[config.mk]
export PLATFORM = sky130hd
export DESIGN_NAME = and64_operand_loader
export DESIGN_NICKNAME = d
export VERILOG_FILES = /design/src/rtl/and64_operand_loader_pkg.sv /design/src/rtl/and64_operand_loader.sv
export SDC_FILE = /design/constraint.sdc
export NUM_CORES = 1
export LEC_CHECK = 0
export CAP_MARGIN = 20
export CORE_MARGIN = 2
export CORE_UTILIZATION = 53
export DETAILED_ROUTE_END_ITERATION = 7
export PLACE_DENSITY = 0.95
export SYNTH_ARGS = -nofsm -noshare
export SYNTH_HDL_FRONTEND = slang
export SYNTH_SLANG_ARGS = --single-unit
[constraint.sdc]
create_clock -name clk_i -period 3.5 [get_ports clk_i]
set_clock_uncertainty 0.1 [all_clocks]
set_input_delay 1.05 -clock clk_i [delete_from_list [all_inputs] [get_ports clk_i]]
set_output_delay 1.05 -clock clk_i [all_outputs]
set_load 0.02 [all_outputs]
[src/rtl/and64_operand_loader_pkg.sv]
// Shared definitions for the 64-bit AND operand path: default widths and loader phase encoding.
package and64_operand_loader_pkg;

  localparam int unsigned DataWDefault  = 64;
  localparam int unsigned ChunkWDefault = 16;

  // Encoding is visible on the debug/LED port, so values are fixed.
  typedef enum logic [1:0] {
    StLoadA = 2'b00,
    StLoadB = 2'b01,
    StHold  = 2'b10
  } phase_e;

  function automatic logic is_load_phase(input phase_e ph);
    return (ph == StLoadA) || (ph == StLoadB);
  endfunction

endpackage

[src/rtl/and64_operand_loader.sv]
// Assembles full-width AND operands A and B from narrow valid/ready beats, LSB chunk first,
// and holds them with op_valid_o until the consumer acknowledges.
module and64_operand_loader
  import and64_operand_loader_pkg::*;
#(
  parameter int unsigned DataW  = DataWDefault,
  parameter int unsigned ChunkW = ChunkWDefault
) (
  input  logic              clk_i,
  input  logic              rst_ni,
  input  logic              soft_clr_i,
  input  logic              in_valid_i,
  output logic              in_ready_o,
  input  logic [ChunkW-1:0] in_data_i,
  output logic              op_valid_o,
  input  logic              op_ack_i,
  output logic [DataW-1:0]  a_out_o,
  output logic [DataW-1:0]  b_out_o,
  output logic [1:0]        phase_o
);

  localparam int unsigned NumChunks = DataW / ChunkW;
  localparam int unsigned CntW      = (NumChunks > 1) ? $clog2(NumChunks) : 1;
  localparam logic [CntW-1:0] LastBeat = CntW'(NumChunks - 1);

  phase_e            state_q;
  logic [CntW-1:0]   cnt_q;
  logic [DataW-1:0]  a_q;
  logic [DataW-1:0]  b_q;
  logic              op_valid_q;
  logic              last_beat;

  assign last_beat = (cnt_q == LastBeat);

  always_ff @(posedge clk_i or negedge rst_ni) begin
    if (!rst_ni) begin
      state_q    <= StLoadA;
      cnt_q      <= '0;
      a_q        <= '0;
      b_q        <= '0;
      op_valid_q <= 1'b0;
    end else if (soft_clr_i) begin
      // Clear wins over any beat or ack presented in the same cycle.
      state_q    <= StLoadA;
      cnt_q      <= '0;
      a_q        <= '0;
      b_q        <= '0;
      op_valid_q <= 1'b0;
    end else begin
      case (state_q)
        StLoadA: begin
          if (in_valid_i) begin
            a_q[int'(cnt_q)*ChunkW +: ChunkW] <= in_data_i;
            if (last_beat) begin
              cnt_q   <= '0;
              state_q <= StLoadB;
            end else begin
              cnt_q <= cnt_q + 1'b1;
            end
          end
        end
        StLoadB: begin
          if (in_valid_i) begin
            b_q[int'(cnt_q)*ChunkW +: ChunkW] <= in_data_i;
            if (last_beat) begin
              cnt_q      <= '0;
              state_q    <= StHold;
              op_valid_q <= 1'b1;
            end else begin
              cnt_q <= cnt_q + 1'b1;
            end
          end
        end
        StHold: begin
          if (op_ack_i) begin
            state_q    <= StLoadA;
            cnt_q      <= '0;
            op_valid_q <= 1'b0;
          end
        end
        default: begin
          state_q    <= StLoadA;
          cnt_q      <= '0;
          op_valid_q <= 1'b0;
        end
      endcase
    end
  end

  always_comb begin
    in_ready_o = is_load_phase(state_q);
    op_valid_o = op_valid_q;
    a_out_o    = a_q;
    b_out_o    = b_q;
    phase_o    = state_q;
  end

endmodule
Word level (Yosys, flattened, before mapping)
Cells that the tools add are included.
{"block": "word_totals", "register_bits": 133, "latch_bits": 0, "ramBits": 0, "mem_bits_ro": 0, "in_bits": 21, "output_inout_bits": 132, "memories": 0}
{"block": "op_classes", "add_sub_neg": 2, "n_mul": 0, "div_mod_pow": 0, "order_cmp": 0, "eq_ne": 10, "shift": 2, "mux": 24, "bitwise_logic": 0, "n_reduce_logical": 11}
{"op": "$mux 64", "count": 6}
{"op": "$bwmux 64", "count": 2}
{"op": "$shift 16x34->64 const A", "count": 1}
{"op": "$shiftx 16x34->64", "count": 1}
{"op": "$neg 6->34", "count": 1}
{"op": "$mux 2", "count": 9}
{"op": "$ne 3x3->1 const B", "count": 5}
{"op": "$pmux 2 s3", "count": 1}
{"op": "$reduce_and 2->1", "count": 3}
{"op": "$reduce_bool 2->1", "count": 3}
{"op": "$reduce_and 5->1", "count": 1}
{"op": "$eq 2x2->1 const B", "count": 2}
{"op": "$mux 1", "count": 4}
{"op": "$pmux 2 s2", "count": 1}
{"op": "$reduce_and 4->1", "count": 1}
{"op": "$ne 3x1->1 const B", "count": 1}
{"op": "$pmux 1 s3", "count": 1}
{"op": "$add 2x1->2 const B", "count": 1}
{"op": "$eq 2x1->1 const B", "count": 1}
{"op": "$logic_not 2->1", "count": 1}
{"op": "$ne 2x2->1 const B", "count": 1}
{"op": "$reduce_or 2->1", "count": 1}
{"op": "$logic_or 1x1->1", "count": 1}

Depth between registers and ports, before layout
{"block": "depth", "depth_word": 6, "depth_mapped": 7, "mapped_depth_nobuf": 5}

Worst setup path after synthesis
No wires, ideal clock.
{"block": "synth_timing", "kind": "input-to-reg", "startpoint": "input port in_valid_i", "endpoint": "register a_q[53], in the netlist a_out_o[53]", "setup_time_ps": 125, "t_arrival_ps": 2159, "t_required_ps": 3275, "setup_slack_ps": 1116, "stages": 5, "cell_sequence": "buf_4 > nor3b_4 > a21oi_2 > buf_6 > mux2_2"}
{"block": "synth_between", "elab_chain_cells": 2}
{"element": "from (decl)", "line_no": "and64_operand_loader.sv:12", "rtl": "input logic in_valid_i,"}
{"element": "$reduce_bool 2->1 (no line)"}
{"element": "$reduce_and 2->1 (no line)"}
{"element": "to (signal, indexed assignment)", "line_no": "and64_operand_loader.sv:53", "rtl": "a_q[int'(cnt_q)*ChunkW +: ChunkW] <= in_data_i;"}
{"element": "to (decl)", "line_no": "and64_operand_loader.sv:28", "rtl": "logic [DataW-1:0] a_q;"}
Every way passes these cells.
A chain may end at the register's enable or synchronous reset.

Worst setup path in the final report
{"block": "layout_timing", "startpoint": "register state_q[1], in the netlist phase_o[1]", "endpoint": "output port in_ready_o"}
{"block": "layout_between", "elab_chain_cells": 2, "elab_cells_between_ends": 3}
{"element": "from (decl)", "line_no": "and64_operand_loader.sv:26", "rtl": "phase_e state_q;"}
{"element": "from (signal assigned)", "line_no": "and64_operand_loader.sv:37", "rtl": "state_q <= StLoadA;"}
{"element": "from (signal assigned)", "line_no": "and64_operand_loader.sv:44", "rtl": "state_q <= StLoadA;"}
{"element": "from (signal assigned)", "line_no": "and64_operand_loader.sv:56", "rtl": "state_q <= StLoadB;"}
{"element": "$eq 2x1->1 / $logic_not 2->1 (equally long branches)", "line_no": "and64_operand_loader_pkg.sv:15", "rtl": "return (ph == StLoadA) || (ph == StLoadB);"}
{"element": "$logic_or 1x1->1 (*)", "line_no": "and64_operand_loader_pkg.sv:15"}
{"element": "to (decl)", "line_no": "and64_operand_loader.sv:13", "rtl": "output logic in_ready_o,"}
Mark *: on every way between the ends. The rest lies on a longest branch, timed or not.

==> summary.md <==
| Metric | Value |
|---|---|
| Number of antenna violations at the first check in global routing | 0 |
| First-pass GRT wire length | between 20000 and 25000 um |
| CP top delay family | buffers and inverters |
| Data required time of the critical path | 2.35 ns |
| Async S/R FF share, synth | 100.0% |
| Final antenna diode count | 0 |
| Post-CTS repair timing setup buffer count | 0 |
| Most common cell after layout, fill and taps aside | sky130_fd_sc_hd__clkdlybuf4s50_1 |
| Mean post-synth cell area | roughly 13 sq um |
| Placed cell count | 723 |
| Fin nets | 630 |
| Inserted Clock Buffers | 17 |
| Number of primary I/O pins | around 150 |
| P&R area growth vs syn | 37.95% |
| Startpoint kind of the worst setup timing path | register |
| Total of cells resized after clock tree synthesis | 0 |
| Yosys synthesis warning count | 0 |
| Netlist area before placement | ~5800 sq um |
| Share of synthesized area occupied by flip-flops and latches | roughly 57% |
| Critical Setup Path Class | register to output pin |
| Clock tree from TritonCTS | built |
| Mean routed wirelength per cell | between 20 and 25 um |
| Setup Viol. Count Final | 0 |
| DIE WIDTH | 108.9 um |
| Insertion delay to the later sink of the worst-skew pair | approximately 0.51 ns |
| Longest individual stage delay on the worst path | 0.63 ns |
| Number of standard-cell rows in the floorplan | 38 |
| Clk slew on worst S/H paths | ~0.060 ns |
| Number of unique standard cell types used by synthesis | 35 |
| Total gr overflow | 0 |
| Lkg Pwr | about 3.8 nW |
| Count of final max-slew check failures | 0 |
| Routed Wire Length | about 16000 um |
| Number of synthesized flops with an enable pin | 0 |
| Effective utilization at floorplan | 54.01% |
| Most common flop cell mapped by yosys | sky130_fd_sc_hd__dfrtp_1 |
| Via total after detailed routing | 4387 |
| Worst-path maximum fanout | 12 |
| Root Driver | sky130_fd_sc_hd__clkbuf_8 |
| H-tree levels | 4 |
| Final period utilization | a little under nine tenths |
| Worst IR drop on VDD | around 0.26 mV |
| Drt drc | 0 |
| Most frequent cells in the layout | 151 x sky130_fd_sc_hd__clkdlybuf4s50_1, 133 x sky130_fd_sc_hd__dfrtp_1, 68 x sky130_fd_sc_hd__mux2_2, 31 x sky130_fd_sc_hd__nand2_1, 31 x sky130_fd_sc_hd__o21ai_0 |
| Setup TNS Final | 0 ns |
| CP endpoint kind | output pin |
| Post-detailed-route count of antenna-violating nets | 0 |
| PnR Total Power | around 3.6 mW |
| Via count of the first global-routing pass | ~4600 |
| Slew at the pin closest to its max-slew limit | 0.9888 ns |
| Core region area | roughly 11000 sq um |
| Clock Sinks | roughly 130 |
| Cells after Synth | 453 |
| Via/cell ratio | 5.818 |
| Largest net degree at the start of global routing | slightly below 80 |
| Total die area | approximately 12000 sq um |
| Detailed Routing Iterations Pass 1 | 4 |
| Total of flip-flops plus latches after synthesis | 133 |
| Hold buffer count at cts | 0 |
| Number of DRC markers after the initial detailed-route iteration | ~230 |
| Remaining max-slew budget at the tightest pin | between 30 and 40% |
| Pwr per Cell Area | about 450 nW/um^2 |
| Data arrival, critical path | roughly 1.8 ns |
| Port Buf Inserts | 152 |
| Worst min-delay path category | register to register |
| Result of the run | finished clean |
| Number of maximum-capacitance constraint violations | 0 |
| Global-route total usage across every layer | 28.56% |
| Non-Filler Instances | ~750 |
| Unrepaired setup endpoints after global routing | no |
| Slowest library cell on the worst path | sky130_fd_sc_hd__clkdlybuf4s50_1 |
| RePlAce Congestion | roughly 0.84 |
| Die H | 108.9 um |
| Fraction of layout instances using a drive strength above 1 | 20.36% |
| HPWL after detailed placement | approximately 11000 um |
| Fmax | approximately 0.33 GHz |
| Syn nets | 480 |
| Ordered cell list for the critical path | inv_1 -> clkdlybuf4s50_1 |
| Final period demand of the worst path | approximately 3 ns |
| Final Hold Violating Endpoints | 0 |
| Number of buffers between clock root and the deepest sink | 2 |
| Buffer and inverter count on the worst path | 2 |
[cell families after synthesis]
logic type	count (synthesis)	share of synthesized area, %
fa+ha+maj	6	1.288
mux	84	16.23
xor+xnor	1	0.1503
flops	133	57.09
simple gates	136	15.07
buf+inv	38	3.563
compound gates	55	6.611
[power breakdown]
| group | switching, mW | internal [mW] |
|---|---|---|
| logic | 0.192 | 0.122 |
| registers | 0.0169 | 1.56 |
| clock network | 0.628 | 1.11 |
[sequential cells by signal, summed over array words and instances (netlist names)]
register and cells:
a_out_o 64, b_out_o 64, cnt_q 2, op_valid_o 1
phase_o 2
[per-stage QoR]
| step | setup slack, ns | cell area [sq um] | hold slack, ns | util [%] |
|---|---|---|---|---|
| after CTS | 0.4927 | 8014 | 0.3960 | 74.25 |
| after global routing | 0.4310 | 8041 | 0.4087 | 74.51 |
| final | 0.5117 | 8041 | 0.3930 | 74.51 |
| after floorplan | 1.116 | 5829 | 0.4777 | - |
| after global placement | 0.2775 | 7437 | 0.3791 | 68.91 |
| after detailed placement | 0.2112 | 7437 | 0.3827 | 68.91 |
[layer usage]
metal	vias up	wire [um]	track usage [%]
li1	1945	-	-
met1	2232	6240	35.93
met2	185	8253	46.98
met3	25	1433	7.591
met4	0	321	11.63
met5	-	0	0
[worst register-to-register path, stage by stage (launching register included)]
cell,delay [ns]
sky130_fd_sc_hd__dfrtp_1,0.64
sky130_fd_sc_hd__inv_1,0.18
sky130_fd_sc_hd__ha_1,0.58
sky130_fd_sc_hd__nor4b_4,0.60
sky130_fd_sc_hd__and2_0,0.44
sky130_fd_sc_hd__a32o_1,0.25
[synthesized netlist by cell type (4+ instances only)]
cell type                  number  area [sq um]
sky130_fd_sc_hd__a21oi_1        4         20.02
sky130_fd_sc_hd__a32o_1        16         160.2
sky130_fd_sc_hd__and3_1        29         181.4
sky130_fd_sc_hd__and4b_1       17         170.2
sky130_fd_sc_hd__buf_2         10         50.05
sky130_fd_sc_hd__buf_4          6         45.04
sky130_fd_sc_hd__buf_6          4         45.04
sky130_fd_sc_hd__clkbuf_1      14         52.55
sky130_fd_sc_hd__dfrtp_1      133          3328
sky130_fd_sc_hd__ha_1           6         75.07
sky130_fd_sc_hd__inv_1          4         15.01
sky130_fd_sc_hd__mux2_1        16         180.2
sky130_fd_sc_hd__mux2_2        68         765.7
sky130_fd_sc_hd__nand2_1       31         116.4
sky130_fd_sc_hd__nand2b_1       5         31.28
sky130_fd_sc_hd__nand3_1       30         150.1
sky130_fd_sc_hd__nor2_1         6         22.52
sky130_fd_sc_hd__o21ai_0       31         155.2
[layout make-up]
type                    count  area [sq um]
fillers                   692          2751
well taps                 140         175.2
clock inverters            10         131.4
inverters                   4         15.01
clock buffers              20         445.4
flip-flops and latches    133          3328
repair buffers            165          1653
multi-input cells         282          2293
[worst paths after layout]
path	start	to	depth (start not counted)	slack, ns
hold / removal	a_out_o[22]$_DFFE_PN0P_	a_out_o[22]$_DFFE_PN0P_	1	0.39
max in group asynchronous	rst_ni	a_out_o[14]$_DFFE_PN0P_	2	2.05
min in group asynchronous	rst_ni	b_out_o[54]$_DFFE_PN0P_	1	0.48
setup / recovery	phase_o[1]$_DFFE_PN0P_	in_ready_o	2	0.51
hold reg to reg	a_out_o[22]$_DFFE_PN0P_	a_out_o[22]$_DFFE_PN0P_	1	0.39
setup reg to reg	cnt_q[0]$_DFFE_PN0P_	b_out_o[0]$_DFFE_PN0P_	5	0.65
Power figures use the tool's default switching activity.
==> variant 1: new RTL, config.mk and constraints unchanged <==
Set the package constant `DataWDefault` to 32 (it was 64).
--- a/src/rtl/and64_operand_loader_pkg.sv
+++ b/src/rtl/and64_operand_loader_pkg.sv
@@ -1,7 +1,7 @@
 // Shared definitions for the 64-bit AND operand path: default widths and loader phase encoding.
 package and64_operand_loader_pkg;
 
-  localparam int unsigned DataWDefault  = 64;
+  localparam int unsigned DataWDefault  = 32;
   localparam int unsigned ChunkWDefault = 16;
 
   // Encoding is visible on the debug/LED port, so values are fixed.
Interface: changed (resized a_out_o and b_out_o); port bits go from 153 to 89. The function was not compared with the original's and may differ.
==> variant 1 against the original RTL <==
  * Power decreased by 56%
  * Sequential cell count decreased by 65
  * Worst setup slack improved by 0.22 ns
  * Routed wire length decreased by 57%
  * Combinational power decreased by 30%
  * Highest routed layer unchanged
  * Critical path type unchanged
  * Cell area decreased by 54%
  * Hold slack improved by 0.011 ns
  * Synthesized area decreased by 56%
  * Clock power decreased by 69%
  * First-iteration DRC count decreased by 25%
  * Critical path depth unchanged
==> variant 1: results (changes against the original RTL) <==
| Metric | Value |
|---|---|
| Status | `finished, final reports clean` |
| # H-tree levels | `3 (-1)` |
| Post-CTS Hold Buffers | `0 (unchanged)` |
| P_leak | `1.67 nW (-56%)` |
| Share of cells above drive strength 1 | `11.5% (-8.8 points)` |
| WP data arrival | `1.61 ns (-0.23 ns)` |
| DRT Pass-1 Iters | `4 (unchanged)` |
| First DRT Iteration DRCs | `171 (-25%)` |
| Placement Setup Slack | `0.550 ns (+0.338 ns)` |
| Met1 Use GR | `35.1% (-0.80 points)` |
| Post-Syn Nets | `201 (-58%)` |
| Net count reported at finish | `296 (-53%)` |
| Most frequent cells after synthesis | `68 x dfrtp_1, 59 x a22o_1, 8 x buf_2` |
| Top_reg_cell synth | `dfrtp_1` |
| Sequential area share after synthesis | `66.2% (+9.2 points)` |
| Initial antenna violation count | `0 (unchanged)` |
| # diodes | `0 (unchanged)` |
| Setup TNS | `0 ns (unchanged)` |
| First-pass GRT wire length | `10600 um (-57%)` |
| Internal Power | `1.18 mW (-58%)` |
| CP Max Fanout | `11 (-1)` |
| Dpl hpwl | `4750 um (-57%)` |
| Post_cts resized | `0 (unchanged)` |
| Vias in the first global route | `2071 (-55%)` |
| Max-cap viol count | `0 (unchanged)` |
| Slew headroom | `59.3% (+25 points)` |
| # Post-CTS Setup Buffers | `0 (unchanged)` |
| Async SR Flop Fraction | `100% (unchanged)` |
| Top post-synthesis cells by area | `dfrtp_1 66%, a22o_1 20%, buf_2 1.6%` |
| Clock slew at reported path FFs | `0.07 ns` |
| Peak supply drop | `0.247 mV (-6.2%)` |
| Synth cell types | `29 (-17%)` |
| Number of port buffers | `88 (-42%)` |
| CTS root buffer | `clkbuf_8` |
| Total CTS buffers | `9 (-8)` |
| # DRC | `0 (unchanged)` |
| GR Util met3 | `7.13% (-0.46 points)` |
| Hold crit path type | `reg -> reg` |
| GR Layer Usage met2 | `40.7% (-6.3 points)` |
| Clk buf depth | `2 (unchanged)` |
| Vias | `1987 (-55%)` |
| Drt wl/cell | `20.8 um (-3.4%)` |
| Pin count of the biggest net entering global routing | `69 (-12%)` |
| Total track usage | `27.0% (-1.5 points)` |
| Clock Latency Late Sink | `0.34 ns (-0.17 ns)` |
| Routability congestion estimate from global placement | `0.775 (-7.9%)` |
| Yosys warns | `0 (unchanged)` |
-- variant 1: cell count changes after synthesis, sizes merged, moves of 13 or more --
cell	change
o21ai	-29
and4b	-17
a32o	-16
clkbuf	-13
mux2	-82
dfrtp	-65
a22o	+59
nand2	-27
and3	-29
nand3	-28
-- variant 1: layout make-up --
type / instances / area [um2]
Clock buffer: 11 / 141
Clock inverter: 3 / 15.0
Fill cell: 271 / 1010
Inverter: 5 / 18.8
Multi-Input combinational cell: 95 / 785
Sequential cell: 68 / 1700
Tap cell: 54 / 67.6
Timing Repair Buffer: 96 / 948
-- variant 1: worst max-delay path, stage by stage (launching register included) --
cell and delay [ns]:
dfrtp_1 0.51, inv_1 0.14, clkdlybuf4s50_1 0.62
-- variant 1: per-layer routing --
metal | routed length [um] | vias to the layer above
met5 | 0 | -
met2 | 3480 | 100
met3 | 438 | 20
met4 | 210 | 0
met1 | 2780 | 996
li1 | - | 871
-- variant 1: path summary, 6_finish.rpt --
| path | start | end | slack (ns) | cells after the start |
|---|---|---|---|---|
| min in group asynchronous | rst_ni | a_out_o[26]$_DFFE_PN0P_ | 0.62 | 2 |
| setup / recovery | phase_o[1]$_DFFE_PN0P_ | in_ready_o | 0.74 | 2 |
| setup reg to reg | phase_o[1]$_DFFE_PN0P_ | a_out_o[11]$_DFFE_PN0P_ | 1.66 | 4 |
| hold / removal | b_out_o[15]$_DFFE_PN0P_ | b_out_o[15]$_DFFE_PN0P_ | 0.40 | 1 |
| max in group asynchronous | rst_ni | b_out_o[28]$_DFFE_PN0P_ | 2.41 | 2 |
| hold reg to reg | b_out_o[15]$_DFFE_PN0P_ | b_out_o[15]$_DFFE_PN0P_ | 0.40 | 1 |
-- variant 1: logic make-up after synthesis --
logic type / after synthesis / share of synthesized area [%]
AO/OA/AOI/OAI: 68 / 22.7
flip-flops: 68 / 66.2
AND/OR/NAND/NOR: 21 / 5.21
buffers and inverters: 17 / 3.46
multiplexers: 5 / 2.05
XOR/XNOR: 1 / 0.341
-- variant 1: through the flow --
| stage | power, mW | std cells | area (um2) | hold slack, ns |
|---|---|---|---|---|
| after floorplan | 0.941 | 180 | 2570 | 0.508 |
| after global placement | 1.06 | 318 | 3520 | 0.385 |
| after detailed placement | 1.07 | 318 | 3520 | 0.391 |
| after CTS | 1.60 | 332 | 3680 | 0.410 |
| after global routing | 1.65 | 332 | 3680 | 0.426 |
| final | 1.60 | 332 | 3680 | 0.404 |
-- variant 1: power groups by stage --
| stage | logic (mW) | registers, mW | clock network [mW] |
|---|---|---|---|
| final | 0.219 | 0.837 | 0.540 |
| after global placement | 0.213 | 0.849 | 0 |
| after global routing | 0.233 | 0.839 | 0.582 |
| after CTS | 0.220 | 0.836 | 0.546 |
| after floorplan | 0.0645 | 0.876 | 0 |
| after detailed placement | 0.219 | 0.850 | 0 |
==> variant 2: new RTL, config.mk and constraints unchanged <==
Without the edit above. Reset style: synchronous (`rst_ni`), changed in one clocked block.
--- a/src/rtl/and64_operand_loader.sv
+++ b/src/rtl/and64_operand_loader.sv
@@ -32,7 +32,7 @@
 
   assign last_beat = (cnt_q == LastBeat);
 
-  always_ff @(posedge clk_i or negedge rst_ni) begin
+  always_ff @(posedge clk_i) begin
     if (!rst_ni) begin
       state_q    <= StLoadA;
       cnt_q      <= '0;
Behaviour: differs if rst_ni is asserted again (counterexample within 4 cycles, from zero or initial values and one cycle with rst_ni low); with rst_ni held inactive, the same outputs for 4 cycles.
==> variant 2 against the original RTL <==
  * Global-route usage increased by 4.8 points
  * Cell area is 12% lower
  * Sequential cell count unchanged
  * Non-clock buffer count rose by 6
  * Routed wire length increased by 3.8%
  * Worst setup slack got worse by 0.12 ns
  * Sequential share of layout area is 3.7 points lower
  * Synthesized area fell by 17%
  * First-iteration DRC count increased to 2.6 times the old value
  * Via count is 15% higher
Power is not compared: it rests on default switching activity, and its combinational part moved more than twofold at a synthesized area within 25%.
==> variant 2: results (changes against the original RTL) <==
| Metric | Value |
|---|---|
| Post-Synthesis Cells | `528 (+17%)` |
| Vias in the first global route | `4849 (+5.6%)` |
| Mux share of post-synthesis cell area | `0% (-16 points)` |
| Post-Syn Nets | `555 (+16%)` |
| Number of instances in the placed design | `762 (+5.4%)` |
| XOR/XNOR share of the synthesized area | `0.182% (+0.032 points)` |
| Largest family of logic cells by synthesized area | `simple AND/OR/NAND/NOR gates` |
| Synth Area in Adders | `1.56% (+0.27 points)` |
| Top post-synthesis cells by area | `dfxtp_1 55%, nand2_1 8.6%, nand3_1 7.0%` |
| First-pass GRT wire length | `25600 um (+2.4%)` |
| CP Max Fanout | `16 (+4)` |
| Sw power | `approximately 0.8 mW` |
| DP Area | `6430 um2 (-14%)` |
| Slew headroom | `40.5% (+6.5 points)` |
| Placement Setup Slack | `0.361 ns (+0.150 ns)` |
| Vias | `5057 (+15%)` |
| Total track usage | `33.4% (+4.8 points)` |
| Most frequent cells after synthesis | `133 x dfxtp_1, 110 x nand2_1, 67 x nand3_1` |
| EDFF count, synth | `0 (unchanged)` |
| Routability congestion estimate from global placement | `0.869 (+3.3%)` |
| Sequential area share after synthesis | `55.3% (-1.8 points)` |
| Peak supply drop | `between 0.3 and 0.4 mV` |
| Dpl hpwl | `10600 um (-2.7%)` |
| Net count reported at finish | `701 (+11%)` |
| Top_reg_cell synth | `dfxtp_1` |
| Async SR Flop Fraction | `0% (-100 points)` |
| CP Class | `reg -> out` |
| First DRT Iteration DRCs | `587 (+160%)` |
| WP data arrival | `1.95 ns (+0.11 ns)` |
| DRT Wirelength | `16900 um (+3.8%)` |
| Initial antenna violation count | `0 (unchanged)` |
| DRT Pass-1 Iters | `5 (+1)` |
| Vias per cell | `6.36 (+9.3%)` |
| Slowest stage delay, CP | `0.75 ns (+0.12 ns)` |
| Synth cell types | `32 (-8.6%)` |
| Pin count of the biggest net entering global routing | `46 (-41%)` |
| # diodes | `0 (unchanged)` |
| Share of cells above drive strength 1 | `8.59% (-12 points)` |
| Status | `finished, final reports clean` |
| Compound-gate portion of the synthesized area | `17.5% (+11 points)` |
[variant 2: per-layer routing]
layer | track usage [%] | part of all wire (%) | wire length [um] | vias up
met5 | 0 | 0 | 0 | -
met4 | 20.7 | 6.4 | 1080 | 0
met3 | 7.73 | 10 | 1690 | 109
met2 | 54.3 | 48 | 8030 | 437
met1 | 40.0 | 36 | 6070 | 2341
li1 | - | - | - | 2170
[variant 2: tightest hold or removal path: stages (launching register included)]
cell and delay (ns):
dfxtp_1 0.31, nand2_1 0.05, a21oi_1 0.05
[variant 2: logic make-up (layout without fill, tap and decap cells)]
group / Yosys count / after routing
AND/OR/NAND/NOR: 205 / 205
AO/OA/AOI/OAI: 135 / 135
flip-flops: 133 / 133
buffers and inverters: 48 / 207
adder cells (fa/ha/maj): 6 / 6
XOR/XNOR: 1 / 1
[variant 2: layout make-up]
| type | instances | area, um2 |
|---|---|---|
| Sequential cell | 133 | 2660 |
| Clock buffer | 18 | 428 |
| Multi-Input combinational cell | 347 | 1960 |
| Timing Repair Buffer | 171 | 1660 |
| Inverter | 4 | 15.0 |
| Fill cell | 501 | 1700 |
| Clock inverter | 14 | 198 |
| Tap cell | 108 | 135 |
[variant 2: worst paths after layout]
kind | end | slack (ns) | cells past startpoint | start
worst min-delay path | a_out_o[29]$_SDFFE_PP0P_ | 0.36 | 2 | a_out_o[29]$_SDFFE_PP0P_
worst min register to register | a_out_o[29]$_SDFFE_PP0P_ | 0.36 | 2 | a_out_o[29]$_SDFFE_PP0P_
worst max-delay path | phase_o[0] | 0.40 | 1 | phase_o[0]$_SDFFE_PP0P_
worst max register to register | b_out_o[14]$_SDFFE_PP0P_ | 0.90 | 6 | cnt_q[0]$_SDFFE_PP0P_
